## config.mk

```make
export PLATFORM = sky130hd
export DESIGN_NAME = mem_access_stage_flat
export DESIGN_NICKNAME = d
export VERILOG_FILES = /design/src/rtl/mem_access_stage_if.sv /design/src/rtl/mem_access_stage.sv /design/src/flat_wrapper.sv
export SDC_FILE = /design/constraint.sdc
export NUM_CORES = 2
export LEC_CHECK = 0
export ABC_AREA = 1
export CAP_MARGIN = 20
export CORE_MARGIN = 5
export CORE_UTILIZATION = 30
export CTS_CLUSTER_DIAMETER = 40
export CTS_CLUSTER_SIZE = 28
export DETAILED_ROUTE_END_ITERATION = 6
export DONT_BUFFER_PORTS = 1
export SYNTH_ARGS = -nofsm -noshare
export SYNTH_HDL_FRONTEND = slang
export SYNTH_SLANG_ARGS = --single-unit
export TNS_END_PERCENT = 30
```

## constraint.sdc

```tcl
create_clock -name clk -period 3.5 [get_ports clk]
set_input_delay 0.7 -clock clk [delete_from_list [all_inputs] [get_ports clk]]
set_output_delay 0.7 -clock clk [all_outputs]
set_load 0.05 [all_outputs]
```

## src/rtl/mem_access_stage_if.sv

```systemverilog
// mem_access_stage_if: struct_pckg payload type plus data-memory port (master drives req/we/addr/wdata/be, slave drives gnt/rvalid/rdata)
package struct_pckg;
  typedef struct packed {
    logic        is_valid;
    logic [4:0]  rd_addr;
    logic        rf_wr;
    logic [63:0] rf_wr_data;
    logic        mem_rd;
    logic        mem_wr;
    logic [3:0]  mem_req_unit;
    logic        mem_ext;
    logic        mem_to_reg;
    logic [63:0] mem_addr;
    logic [63:0] mem_data;
    logic        en_sign_ext;
    logic        branch_taken;
    logic [63:0] branch_target;
  } interconnection_struct;
endpackage

interface mem_access_stage_if;
  logic        dmem_req_o;
  logic        dmem_we_o;
  logic [63:0] dmem_addr_o;
  logic [63:0] dmem_wdata_o;
  logic [7:0]  dmem_be_o;
  logic        dmem_gnt_i;
  logic        dmem_rvalid_i;
  logic [63:0] dmem_rdata_i;
  modport master (
    output dmem_req_o, dmem_we_o, dmem_addr_o, dmem_wdata_o, dmem_be_o,
    input  dmem_gnt_i, dmem_rvalid_i, dmem_rdata_i
  );
  modport slave (
    input  dmem_req_o, dmem_we_o, dmem_addr_o, dmem_wdata_o, dmem_be_o,
    output dmem_gnt_i, dmem_rvalid_i, dmem_rdata_i
  );
endinterface

```

## src/rtl/mem_access_stage.sv

```systemverilog
// mem_access_stage: MEM stage; ex_in in, wb_out out, dmem master port, mem_stall_o/misaligned_o/timeout_o flags
module mem_access_stage
  import struct_pckg::*;
#(
  parameter int XLEN     = 64,
  parameter int MAX_WAIT = 255
) (
  input  logic                  clk,
  input  logic                  rst,
  input  interconnection_struct ex_in,
  mem_access_stage_if.master    dmem,
  output interconnection_struct wb_out,
  output logic                  mem_stall_o,
  output logic                  misaligned_o,
  output logic                  timeout_o
);
  localparam int CW = $clog2(MAX_WAIT + 1);
  typedef enum logic [1:0] {IDLE, REQ, WAIT_RSP, DONE} state_t;
  state_t                state_q;
  interconnection_struct pay_q, wb_q;
  logic [CW-1:0]         cnt_q;
  logic                  req_q, we_q, mis_q, tmo_q;
  logic [XLEN-1:0]       addr_q, wdata_q, sh, ld_res;
  logic [7:0]            be_q, in_mask;
  logic [3:0]            u, in_u;
  logic [2:0]            in_off, off;
  logic                  in_mem, in_mis, e;
  assign in_u    = ex_in.mem_req_unit;
  assign in_off  = ex_in.mem_addr[2:0];
  assign in_mem  = ex_in.is_valid & (ex_in.mem_rd | ex_in.mem_wr);
  assign in_mis  = (in_u[1] & in_off[0]) | (in_u[2] & |in_off[1:0]) | (in_u[3] & |in_off);
  assign in_mask = in_u[0] ? 8'h01 : in_u[1] ? 8'h03 : in_u[2] ? 8'h0F : 8'hFF;
  assign u       = pay_q.mem_req_unit;
  assign e       = pay_q.mem_ext;
  assign off     = pay_q.mem_addr[2:0];
  assign sh      = dmem.dmem_rdata_i >> {off, 3'b000};
  assign ld_res  = u[0] ? {{56{e & sh[7]}}, sh[7:0]} :
                   u[1] ? {{48{e & sh[15]}}, sh[15:0]} :
                   u[2] ? {{32{e & sh[31]}}, sh[31:0]} : sh;
  assign mem_stall_o       = (state_q == REQ) | (state_q == WAIT_RSP) | ((state_q == IDLE) & in_mem & ~in_mis);
  assign dmem.dmem_req_o   = req_q;
  assign dmem.dmem_we_o    = we_q;
  assign dmem.dmem_addr_o  = addr_q;
  assign dmem.dmem_wdata_o = wdata_q;
  assign dmem.dmem_be_o    = be_q;
  assign wb_out            = wb_q;
  assign misaligned_o      = mis_q;
  assign timeout_o         = tmo_q;
  always_ff @(posedge clk) begin
    if (rst) begin
      state_q <= IDLE;
      pay_q   <= '0;
      wb_q    <= '0;
      cnt_q   <= '0;
      req_q   <= 1'b0;
      we_q    <= 1'b0;
      addr_q  <= '0;
      wdata_q <= '0;
      be_q    <= '0;
      mis_q   <= 1'b0;
      tmo_q   <= 1'b0;
    end else begin
      mis_q <= 1'b0;
      tmo_q <= 1'b0;
      case (state_q)
        IDLE:
          if (in_mem && in_mis) begin
            wb_q       <= ex_in;
            wb_q.rf_wr <= 1'b0;
            mis_q      <= 1'b1;
          end else if (in_mem) begin
            wb_q.is_valid <= 1'b0;
            pay_q   <= ex_in;
            req_q   <= 1'b1;
            we_q    <= ex_in.mem_wr;
            addr_q  <= {ex_in.mem_addr[XLEN-1:3], 3'b000};
            wdata_q <= ex_in.mem_wr ? ex_in.mem_data << {in_off, 3'b000} : '0;
            be_q    <= in_mask << in_off;
            state_q <= REQ;
          end else if (ex_in.is_valid) wb_q <= ex_in;
          else wb_q.is_valid <= 1'b0;
        REQ: begin
          wb_q.is_valid <= 1'b0;
          if (dmem.dmem_gnt_i) begin
            req_q   <= 1'b0;
            we_q    <= 1'b0;
            addr_q  <= '0;
            wdata_q <= '0;
            be_q    <= '0;
            cnt_q   <= '0;
            state_q <= we_q ? DONE : WAIT_RSP;
          end
        end
        WAIT_RSP: begin
          wb_q.is_valid <= 1'b0;
          cnt_q <= cnt_q + 1'b1;
          if (dmem.dmem_rvalid_i) begin
            if (pay_q.mem_to_reg) pay_q.rf_wr_data <= ld_res;
            state_q <= DONE;
          end else if (cnt_q == CW'(MAX_WAIT - 1)) begin
            pay_q.rf_wr <= 1'b0;
            tmo_q       <= 1'b1;
            state_q     <= DONE;
          end
        end
        DONE: begin
          wb_q    <= pay_q;
          state_q <= IDLE;
        end
      endcase
    end
  end
endmodule

```

## src/flat_wrapper.sv

```systemverilog
// flat-port wrapper written by rule: the top's interface ports become plain ports
module mem_access_stage_flat import struct_pckg::*;
#(
  parameter int XLEN     = 64,
  parameter int MAX_WAIT = 255
)
  (clk, rst, ex_in, wb_out, mem_stall_o, misaligned_o, timeout_o, dmem_dmem_req_o, dmem_dmem_we_o, dmem_dmem_addr_o, dmem_dmem_wdata_o, dmem_dmem_be_o, dmem_dmem_gnt_i, dmem_dmem_rvalid_i, dmem_dmem_rdata_i);
  mem_access_stage_if dmem_i ();
  input  logic clk;
  input  logic rst;
  input  interconnection_struct ex_in;
  output interconnection_struct wb_out;
  output logic mem_stall_o;
  output logic misaligned_o;
  output logic timeout_o;
  output wire logic [$bits(dmem_i.dmem_req_o)-1:0] dmem_dmem_req_o;
  output wire logic [$bits(dmem_i.dmem_we_o)-1:0] dmem_dmem_we_o;
  output wire logic [$bits(dmem_i.dmem_addr_o)-1:0] dmem_dmem_addr_o;
  output wire logic [$bits(dmem_i.dmem_wdata_o)-1:0] dmem_dmem_wdata_o;
  output wire logic [$bits(dmem_i.dmem_be_o)-1:0] dmem_dmem_be_o;
  input wire logic [$bits(dmem_i.dmem_gnt_i)-1:0] dmem_dmem_gnt_i;
  input wire logic [$bits(dmem_i.dmem_rvalid_i)-1:0] dmem_dmem_rvalid_i;
  input wire logic [$bits(dmem_i.dmem_rdata_i)-1:0] dmem_dmem_rdata_i;
  assign dmem_dmem_req_o = dmem_i.dmem_req_o;
  assign dmem_dmem_we_o = dmem_i.dmem_we_o;
  assign dmem_dmem_addr_o = dmem_i.dmem_addr_o;
  assign dmem_dmem_wdata_o = dmem_i.dmem_wdata_o;
  assign dmem_dmem_be_o = dmem_i.dmem_be_o;
  assign dmem_i.dmem_gnt_i = dmem_dmem_gnt_i;
  assign dmem_i.dmem_rvalid_i = dmem_dmem_rvalid_i;
  assign dmem_i.dmem_rdata_i = dmem_dmem_rdata_i;
  mem_access_stage #(.XLEN(XLEN), .MAX_WAIT(MAX_WAIT)) u_core (.clk(clk), .rst(rst), .ex_in(ex_in), .dmem(dmem_i), .wb_out(wb_out), .mem_stall_o(mem_stall_o), .misaligned_o(misaligned_o), .timeout_o(timeout_o));
endmodule
```

==> results.json <==
{
  "status": "finished clean",
  "post-place-ws_ns": 0.4866,
  "fin_crit_ns": 2.854,
  "htreeDepth": 3,
  "crit_fanout": 15,
  "seq_area_frac_synth_pct": 41.05,
  "pin_count": 755,
  "critPathKind": "reg2out",
  "min_path_type": "in2reg",
  "grt_pass1_vias": 28793,
  "die_x_microns": 345.6,
  "relSlewSlack_pct": 33.38,
  "rsz0062_at_grt": "false",
  "avgSynthCellArea_sq_um": 6.728,
  "setup_viol_count_final": 0,
  "track_usage_pct": 20.29,
  "slew_violations": 0,
  "cts_root_buf": "clkbuf_16",
  "clock-skew-final_ns": 0.02765,
  "area_growth_syn_to_layout_pct": 13.90,
  "place_congestion": 0.9108,
  "fin_nets": 5167,
  "min_period_over_period_pct": 81.54,
  "overflow": 0,
  "drv_cap": 0,
  "ctsResizeCount": 0,
  "crit_slowest_cell": "dfxtp_1",
  "setup-tns-final_ns": 0,
  "cp.arrival_ns": 2.15,
  "mostFrequentLayoutCells": "nand2_1, o21ai_0, dfxtp_1",
  "synthDistinctLibCells": 39,
  "cts_setup_buffers": 0,
  "wl_per_cell_microns": 20.03,
  "syn-cell-area_sq_um": 33790,
  "io_buffers": 0,
  "ir_worst_vdd_mv": 0.6367,
  "power.density_nw_per_um2": 1009,
  "final_cell_count_no_fill": 6425,
  "worst_slack_ns": 0.6462,
  "clock.fmax_mhz": 350.4,
  "syn_inst": 5023,
  "core_sq_um": 112200,
  "max_stage_delay_ns": 0.44,
  "synth_warnings": 0,
  "leakage_nw": 15.96,
  "cp_cell_sequence": "inv_1, ha_1, nand3_4, nand2_1, buf_4",
  "cts.sinks": 693,
  "synth_edf_count": 0,
  "timing_worst_slew_pin_value_ns": 0.9992,
  "die-area_sq_um": 119500,
  "drc": 0,
  "cp-end-kind": "primary output",
  "antenna_found_initial": 11,
  "routed_via_density": 4.943,
  "path_clk_slew_ns": 0.06,
  "cp-start-kind": "register",
  "drt_iter0_drc": 2832,
  "ctsHoldBuffers": 0,
  "grt_start_max_net_pins": 155,
  "grt_pass1_wl_mm": 188.9,
  "routed_wl_mm": 128.7,
  "layout_commonest_cell": "nand2_1",
  "synth-async-reset-ratio_pct": 0,
  "cts_made_buffers": 112,
  "clock_latency_ns": 0.69,
  "hpwl_mm": 93.25,
  "dp_cells": 6205,
  "tritoncts": "yes",
  "start_util_pct": 30.12,
  "cp.required_ns": 2.80,
  "synth_ff_type": "dfxtp_1",
  "power_mw": 38.82,
  "layout-drive-gt1-share_pct": 9.624,
  "hold_viol": 0,
  "die_h_microns": 345.6,
  "drt_first_pass_iters": 6,
  "rows": 123,
  "drtAntennaViolNets": 0,
  "clockBufferDepth": 3,
  "vias": 31760,
  "num-fill-cells": 11985,
  "ys_ff_latch": 693
}
[report_power, final]
group | internal [mW] | switching [mW]
Clock | 6.99 | 4.40
Sequential | 10.1 | 7.33
Combinational | 3.24 | 6.72
Total | 20.4 | 18.5
[cells by family after synthesis]
family                   share of synthesized area [%]
other                                          0.01110
buffers and inverters                            12.68
AND/OR/NAND/NOR                                  20.32
flip-flops                                       41.05
AO/OA/AOI/OAI                                    25.63
XOR/XNOR                                       0.05185
adder cells (fa/ha/maj)                         0.2592
[per-layer routing]
layer / GRT usage (%) / vias to the layer above / share of wire, %
met5: 0 / - / 0.047
met4: 8.679 / 8 / 4.7
met3: 8.203 / 263 / 11
met2: 32.49 / 1264 / 45
met1: 24.08 / 14539 / 39
li1: - / 15686 / -
[path summary, 6_finish.rpt]
kind / from / to / slack (ns) / cells past startpoint
min reg2reg: u_core.pay_q[208] / u_core.pay_q[208] / 0.44 / 2
min: rst / u_core.dmem.dmem_addr_o[33] / 0.09 / 1
max: u_core.state_q[0] / mem_stall_o / 0.65 / 5
max reg2reg: u_core.state_q[0] / u_core.pay_q[223] / 0.78 / 10
[cell type report]
| cell class | count | area (sq um) | share of cell area (%) |
|---|---|---|---|
| multi-input cells | 3354 | 15690 | 40.77 |
| clock inverters | 81 | 950.9 | 2.470 |
| diodes | 10 | 25.02 | 0.06501 |
| repair buffers | 82 | 915.9 | 2.379 |
| well taps | 1500 | 1877 | 4.876 |
| inverters | 576 | 2177 | 5.656 |
| flip-flops and latches | 693 | 13870 | 36.05 |
| clock buffers | 129 | 2978 | 7.737 |
[registers in the layout, summed over array words and instances (netlist names), 2 cells and up]
register / flops
u_core.pay_q: 265
u_core.dmem.dmem_addr_o: 61
u_core.wb_out: 273
u_core.dmem.dmem_be_o: 8
u_core.state_q: 2
u_core.off: 3
u_core.u: 4
u_core.dmem.dmem_wdata_o: 64
u_core.cnt_q: 8
[per-stage QoR]
stage / instance area, sq um / util (%) / hold slack [ns]
after floorplan: 33800 / - / 0.4239
after global placement: 34540 / 30.78 / 0.4325
after detailed placement: 34540 / 30.78 / 0.4346
after CTS: 38470 / 34.29 / 0.02161
after global routing: 38480 / 34.29 / 0.03812
final: 38490 / 34.31 / 0.09139
[cell usage after synthesis, types with 2 or more instances]
library cell,n,area [sq um]
o2111ai_1,2,17.52
buf_6,11,123.9
a21oi_2,154,1349
a21oi_1,493,2467
clkbuf_1,207,777.0
a211oi_1,2,15.01
o311ai_0,2,17.52
nand4_1,10,62.56
or2_2,10,62.56
o21ai_1,50,250.2
nor2_1,331,1242
nand2_1,1294,4857
ha_1,7,87.58
inv_1,567,2128
dfxtp_1,693,13870
nand3_1,101,505.5
buf_8,13,195.2
nor3b_1,2,15.01
o22ai_1,4,25.02
o31ai_1,2,15.01
nor3_1,13,65.06
buf_1,20,75.07
o21ai_0,804,4024
clkinv_1,3,11.26
nand2_2,2,12.51
inv_2,6,22.52
buf_12,9,180.2
o211ai_1,57,427.9
buf_2,118,590.6
nor2_4,3,33.78
buf_4,24,180.2
xor2_1,2,17.52
[critical path, delay by kind of cell, from the launching register on]
family,cells,cell delay [ns]
adder cells (fa/ha/maj),1,0.27
buffers and inverters,2,0.37
flip-flops,1,0.44
AND/OR/NAND/NOR,2,0.40
Note: power is estimated with default switching activity, not from simulation.
